File: config.mk
export PLATFORM = sky130hd
export DESIGN_NAME = luma_streamer
export DESIGN_NICKNAME = d
export VERILOG_FILES = /design/src/rtl/luma_streamer.sv
export SDC_FILE = /design/constraint.sdc
export NUM_CORES = 1
export LEC_CHECK = 0
export BUFFER_PORTS_ARGS = -buffer_cell sky130_fd_sc_hd__buf_4
export CORE_UTILIZATION = 60
export DETAILED_ROUTE_END_ITERATION = 6
export PLACE_DENSITY = 0.83
export SYNTH_ARGS = -nofsm -noshare
export SYNTH_HDL_FRONTEND = slang
export SYNTH_SLANG_ARGS = --single-unit
File: constraint.sdc
create_clock -name read_clock -period 2.5 [get_ports read_clock]
set_clock_uncertainty 0.1 [all_clocks]
set_input_delay 0.5 -clock read_clock [delete_from_list [all_inputs] [get_ports read_clock]]
set_output_delay 0.5 -clock read_clock [all_outputs]
set_load 0.01 [all_outputs]
File: src/rtl/luma_streamer.sv
// luma_streamer: raster-scans a WIDTH x HEIGHT ARGB buffer and streams 8-bit luma
// over a valid/ready interface, one pixel per three cycles.
module luma_streamer #(
    parameter int WIDTH      = 40,
    parameter int HEIGHT     = 30,
    parameter int SIGNED_OUT = 0
) (
    input  logic        read_clock,
    input  logic        reset,
    input  logic        start,
    input  logic        abort,
    output logic        busy,
    output logic [5:0]  read_x,
    output logic [4:0]  read_y,
    input  logic [31:0] read_q,
    output logic        out_valid,
    input  logic        out_ready,
    output logic [7:0]  out_data,
    output logic        out_last,
    output logic        done
);
    typedef enum logic [1:0] {IDLE, ADDR, DATA, OUT} state_t;

    state_t      state_q, state_d;
    logic [5:0]  x_q, x_d;
    logic [4:0]  y_q, y_d;
    logic [7:0]  data_q, data_d;
    logic        valid_q, valid_d, last_q, last_d, done_q, done_d;
    logic [15:0] luma_sum;
    logic [7:0]  luma;
    logic        x_end, y_end, unused_alpha;

    // Weights sum to 256, so the 16-bit sum cannot overflow and Y = sum[15:8].
    assign luma_sum = 16'd77 * 16'(read_q[23:16]) + 16'd150 * 16'(read_q[15:8])
                    + 16'd29 * 16'(read_q[7:0]);
    assign luma = luma_sum[15:8] ^ ((SIGNED_OUT != 0) ? 8'h80 : 8'h00);
    assign unused_alpha = ^read_q[31:24];
    assign x_end = x_q == 6'(WIDTH - 1);
    assign y_end = y_q == 5'(HEIGHT - 1);

    always_comb begin
        state_d = state_q;
        x_d     = x_q;
        y_d     = y_q;
        data_d  = data_q;
        valid_d = valid_q;
        last_d  = last_q;
        done_d  = 1'b0;
        if (state_q == IDLE) begin
            if (start) begin
                state_d = ADDR;
                x_d     = '0;
                y_d     = '0;
            end
        end else if (abort) begin
            state_d = IDLE;
            valid_d = 1'b0;
            last_d  = 1'b0;
        end else begin
            case (state_q)
                ADDR: state_d = DATA;
                DATA: begin
                    data_d  = luma;
                    valid_d = 1'b1;
                    last_d  = x_end && y_end;
                    state_d = OUT;
                end
                OUT: if (out_ready) begin
                    valid_d = 1'b0;
                    if (last_q) begin
                        state_d = IDLE;
                        done_d  = 1'b1;
                    end else begin
                        state_d = ADDR;
                        x_d     = x_end ? 6'd0 : x_q + 6'd1;
                        y_d     = x_end ? y_q + 5'd1 : y_q;
                    end
                end
                default: state_d = IDLE;
            endcase
        end
    end

    always_ff @(posedge read_clock or posedge reset) begin
        if (reset) begin
            state_q <= IDLE;
            x_q     <= '0;
            y_q     <= '0;
            data_q  <= '0;
            valid_q <= 1'b0;
            last_q  <= 1'b0;
            done_q  <= 1'b0;
        end else begin
            state_q <= state_d;
            x_q     <= x_d;
            y_q     <= y_d;
            data_q  <= data_d;
            valid_q <= valid_d;
            last_q  <= last_d;
            done_q  <= done_d;
        end
    end

    assign busy      = state_q != IDLE;
    assign read_x    = x_q;
    assign read_y    = y_q;
    assign out_valid = valid_q;
    assign out_data  = data_q;
    assign out_last  = last_q;
    assign done      = done_q;
endmodule

[Yosys cells after proc, flatten, opt, wreduce, memory -nomap -nowiden]
Index checks and enable logic that the tools add are counted.
Storage, ports and cells
  output and inout bits: 23
  logic and storage cells: 70
  register bits after elaboration: 24
  input bits: 37
Operators by class
  equal/unequal tests: 10
  multipliers: 3
  mux-type cells: 30
  add/sub/neg operators: 4
  reduce and logical (&&, ||, !) cells: 14
  bitwise gates (word level): 2
Operators with widths (count)
  two-way mux 6 bit: 7
  two-way mux 5 bit: 7
  multiplier 7 x 8 -> 15 bit (first input constant): 2
  adder 15 x 16 -> 16 bit: 1
  adder 16 x 13 -> 16 bit: 1
  multiplier 5 x 8 -> 13 bit (first input constant): 1
  two-way mux 1 bit: 10
  nonzero test 2 bit: 5
  two-way mux 2 bit: 4
  adder 6 x 1 -> 6 bit (second input constant): 1
  == test 6 bit (second input constant): 1
  case mux 2 bit (3 select lines): 1
  AND reduction 3 bit: 2
  AND reduction 6 bit: 1
  adder 5 x 1 -> 5 bit (second input constant): 1
  == test 5 bit (second input constant): 1
  AND reduction 5 bit: 1
  == test 2 bit (second input constant): 2
  != test 2 x 1 -> 1 bit (second input constant): 2
  != test 4 bit (second input constant): 1
  AND reduction 2 bit: 2
  != test 3 bit (second input constant): 1
  nonzero test 3 bit: 1
  == test 2 x 1 -> 1 bit (second input constant): 1
  other kinds (5): 6

[Longest topological paths before layout]
  depth after elaboration: 7
  depth in mapped cells: 24
  mapped depth without buffers: 24

[Least setup slack after synthesis]
Ideal clock, no wire load.
  kind: input to register
  start: in read_q[12]
  end: reg data_q[5] (netlist: out_data[5])
  arrival time: 5.966 ns
  stages on the path: 21
  required time: 2.272 ns
  buffers on the path: 0
  path slack: -3.694 ns
  setup time: 0.128 ns
  cells stage by stage: ha_1 -> ha_1 -> inv_1 -> fa_1 -> fa_1 -> inv_1 -> ha_1 -> xnor2_1 -> fa_1 -> fa_1 -> inv_1 -> fa_1 -> fa_1 -> inv_1 -> ha_1 -> a21o_1 -> a21o_1 -> a211o_1 -> a31oi_1 -> xnor2_1 -> o21ai_0
On the way
  longest elaborated chain between the ends: 3
Ends and longest elaborated chain
  start, declared: line 15  | input logic [31:0] read_q,
  multiplier 7 x 8 -> 15 bit: line 34  | assign luma_sum = 16'd77 * 16'(read_q[23:16]) + 16'd150 * 16'(read_q[15:8])
  adder 15 x 16 -> 16 bit: line 34
  adder 16 x 13 -> 16 bit: line 35  | + 16'd29 * 16'(read_q[7:0]);
  end signal, assigned: line 97  | data_q <= data_d;
  end, declared: line 27  | logic [7:0] data_q, data_d;
Every way passes these cells.
A chain may end at the register's enable or synchronous reset.

[Worst setup path after layout]
  start: in read_q[12]
  end: reg data_q[6] (netlist: out_data[6])
The elaborated chain is that of the path after synthesis.

==> flow_summary.json <==
{
  "outcome": "complete, but fails checks",
  "violations": "negative setup slack",
  "port_buffers": 51,
  "numCtsBuffers": 3,
  "hold_viol_final": 0,
  "drc": 0,
  "root_buffer": "clkbuf_8",
  "min_period_ns": 6.22,
  "antenna_found_initial": 0,
  "die_h_um": 86.3,
  "gp_congestion": 0.880,
  "clk_pin_slew_ns": 0.09,
  "insertion_delay_ns": 0.28,
  "cts_buffer_depth": 2,
  "grt_pass1_vias": 4248,
  "synthTopCellsByCount": "inv_1 (104), ha_1 (91), fa_1 (55), nand2_1 (25), dfrtp_1 (24)",
  "tightest_slew_ns": 0.549,
  "core-area_mm2": 0.00683,
  "synth_top_cell_by_area": "ha_1",
  "synth_cell_types": 47,
  "yosysMostFrequentCell": "inv_1",
  "yosys_warnings": 0,
  "vias": 4045,
  "ys_seq_elements": 24,
  "rows": 30,
  "fmax_mhz": 161,
  "ys_top_cells_by_area": "ha_1 (27%), fa_1 (26%), dfrtp_1 (14%), inv_1 (9.2%), nand2_1 (2.2%)",
  "synth_edf_count": 0,
  "crit_top_cell": "fa_1",
  "synth_cells": 444,
  "setup_viol": 8,
  "crit_arrival_ns": 6.29,
  "wl_per_cell_um": 20.8,
  "grt_pass1_wl_mm": 19.8,
  "slew_viol_final": 0,
  "critPathLaunchType": "primary input",
  "slowest_stage": "fa_1",
  "multi_input_area_mm2": 0.00363,
  "setup_slack_ns": -3.72,
  "clkSinkCount": 24,
  "regArea_um2": 601,
  "start_util_pct": 62.4,
  "viasPerCell": 5.98,
  "dp_hpwl_mm": 9.26,
  "drt_wl_total_mm": 14.1,
  "cp_slowest_stage_delay_ns": 0.55,
  "placed_area_mm2": 0.00553,
  "overflow": 0,
  "rsz0062_at_grt": "true",
  "maxSlewHeadroom_pct": 63.0,
  "fin_nets": 764,
  "grt_max_degree": 25,
  "max_cap_viol_count": 0,
  "synth_seq_area_share_pct": 14.1,
  "syn2layout_area_growth_pct": 37.2,
  "die_area_mm2": 0.00745,
  "path_class": "in -> reg",
  "min_path_type": "in -> async",
  "die_w_um": 86.3,
  "drt-pass1-iter-count": 5,
  "cp-end-kind": "register",
  "drive_gt1_share_pct": 34.0,
  "synth_top_area_share_pct": 26.7,
  "final_area_mm2": 0.00585,
  "crit_required_ns": 2.57,
  "cts_hold_buffers": 0,
  "ys.flop_type": "dfrtp_1",
  "async_reset_ff_share_pct": 100,
  "track_usage_pct": 34.9,
  "diodes": 0,
  "syn_area_mm2": 0.00427,
  "cts_tree": "done",
  "ant_nets": 0,
  "n_fill_cell": 309,
  "drt_iter0_drc": 213,
  "post-place-ws_ns": -3.74,
  "postSynthAreaPerCell_um2": 9.61,
  "io_pins": 60,
  "syn_nets": 627,
  "cp_max_fo": 4,
  "finalCritPeriodShare_pct": 249,
  "htree_levels": 1
}
-- flip-flops by register name (all words and copies together) (netlist names) --
| signal | count |
|---|---|
| out_last | 1 |
| done | 1 |
| out_data | 8 |
| out_valid | 1 |
| read_y | 5 |
| read_x | 6 |
| state_q | 2 |
-- final timing paths --
kind	startpoint	endpoint	slack, ns	cells after the start
setup reg to reg	state_q[1]	read_y[4]	0.05	9
min in group read_clock	abort	out_last	0.35	2
hold reg to reg	out_data[4]	out_data[4]	0.42	2
setup / recovery	read_q[12]	out_data[6]	-3.72	25
hold / removal	reset	read_x[3]	0.16	3
max in group asynchronous	reset	read_x[2]	1.89	3
-- worst max-delay path: cells and delay by family --
family | cells | cell delay [ns]
fa+ha+maj | 9 | 3.22
compound gates | 5 | 1.13
simple gates | 3 | 0.62
buf+inv | 7 | 0.58
xor+xnor | 1 | 0.22
-- cell usage in the layout, fill, tap and decap left out, drive strengths merged, types with 3 or more instances in the layout --
| master | count |
|---|---|
| a21o | 5 |
| a21oi | 19 |
| buf | 135 |
| clkbuf | 3 |
| dfrtp | 24 |
| fa | 55 |
| ha | 91 |
| inv | 104 |
| nand2 | 25 |
| nand3 | 6 |
| nand4 | 6 |
| nor2 | 17 |
| nor2b | 3 |
| nor3 | 5 |
| o21a | 5 |
| o21ai | 16 |
| o21bai | 3 |
| or2 | 4 |
| xnor2 | 10 |
| xor2 | 10 |
-- logic make-up after synthesis --
family          count (synthesis)  synth area share (%)
xor+xnor                       20                  4.11
fa+ha+maj                     146                  52.5
simple gates                   79                  9.24
compound gates                 68                  10.6
buf+inv                       107                  9.50
flops                          24                  14.1
-- area by class of cell --
cell class                      instances  share of cell area [%]
Tap cell                               96                    2.05
Inverter                              104                    6.67
Sequential cell                        24                    10.3
Clock buffer                            3                   0.706
Multi-Input combinational cell        313                    62.1
Timing Repair Buffer                  135                    17.7
Clock inverter                          1                   0.513
-- metal layers --
layer / track usage [%] / vias to the layer above / wire [um]
met5: 0 / - / 0
met4: 18.0 / 0 / 1170
met3: 5.24 / 107 / 762
met2: 66.9 / 232 / 7470
met1: 36.7 / 1978 / 4660
li1: - / 1728 / -
-- timing repair --
action | in CTS | in global routing
setup buffers | 2 | 2
setup endpoints to repair | 8 | 12
resized for setup | 28 | 17
pin swaps | 11 | 13
-- stage by stage --
stage	util, %	cells	setup TNS (ns)	hold slack, ns
final	85.6	676	-27.44	0.164
after global routing	85.6	676	-28.34	0.201
after CTS	84.2	674	-25.39	0.178
after detailed placement	80.9	668	-28.40	0.388
after global placement	80.9	668	-26.95	0.368
after floorplan	-	444	-24.41	0.415
Power is not shown: default switching activity piles up to over one toggle a cycle in this logic, so the estimate is an artifact.
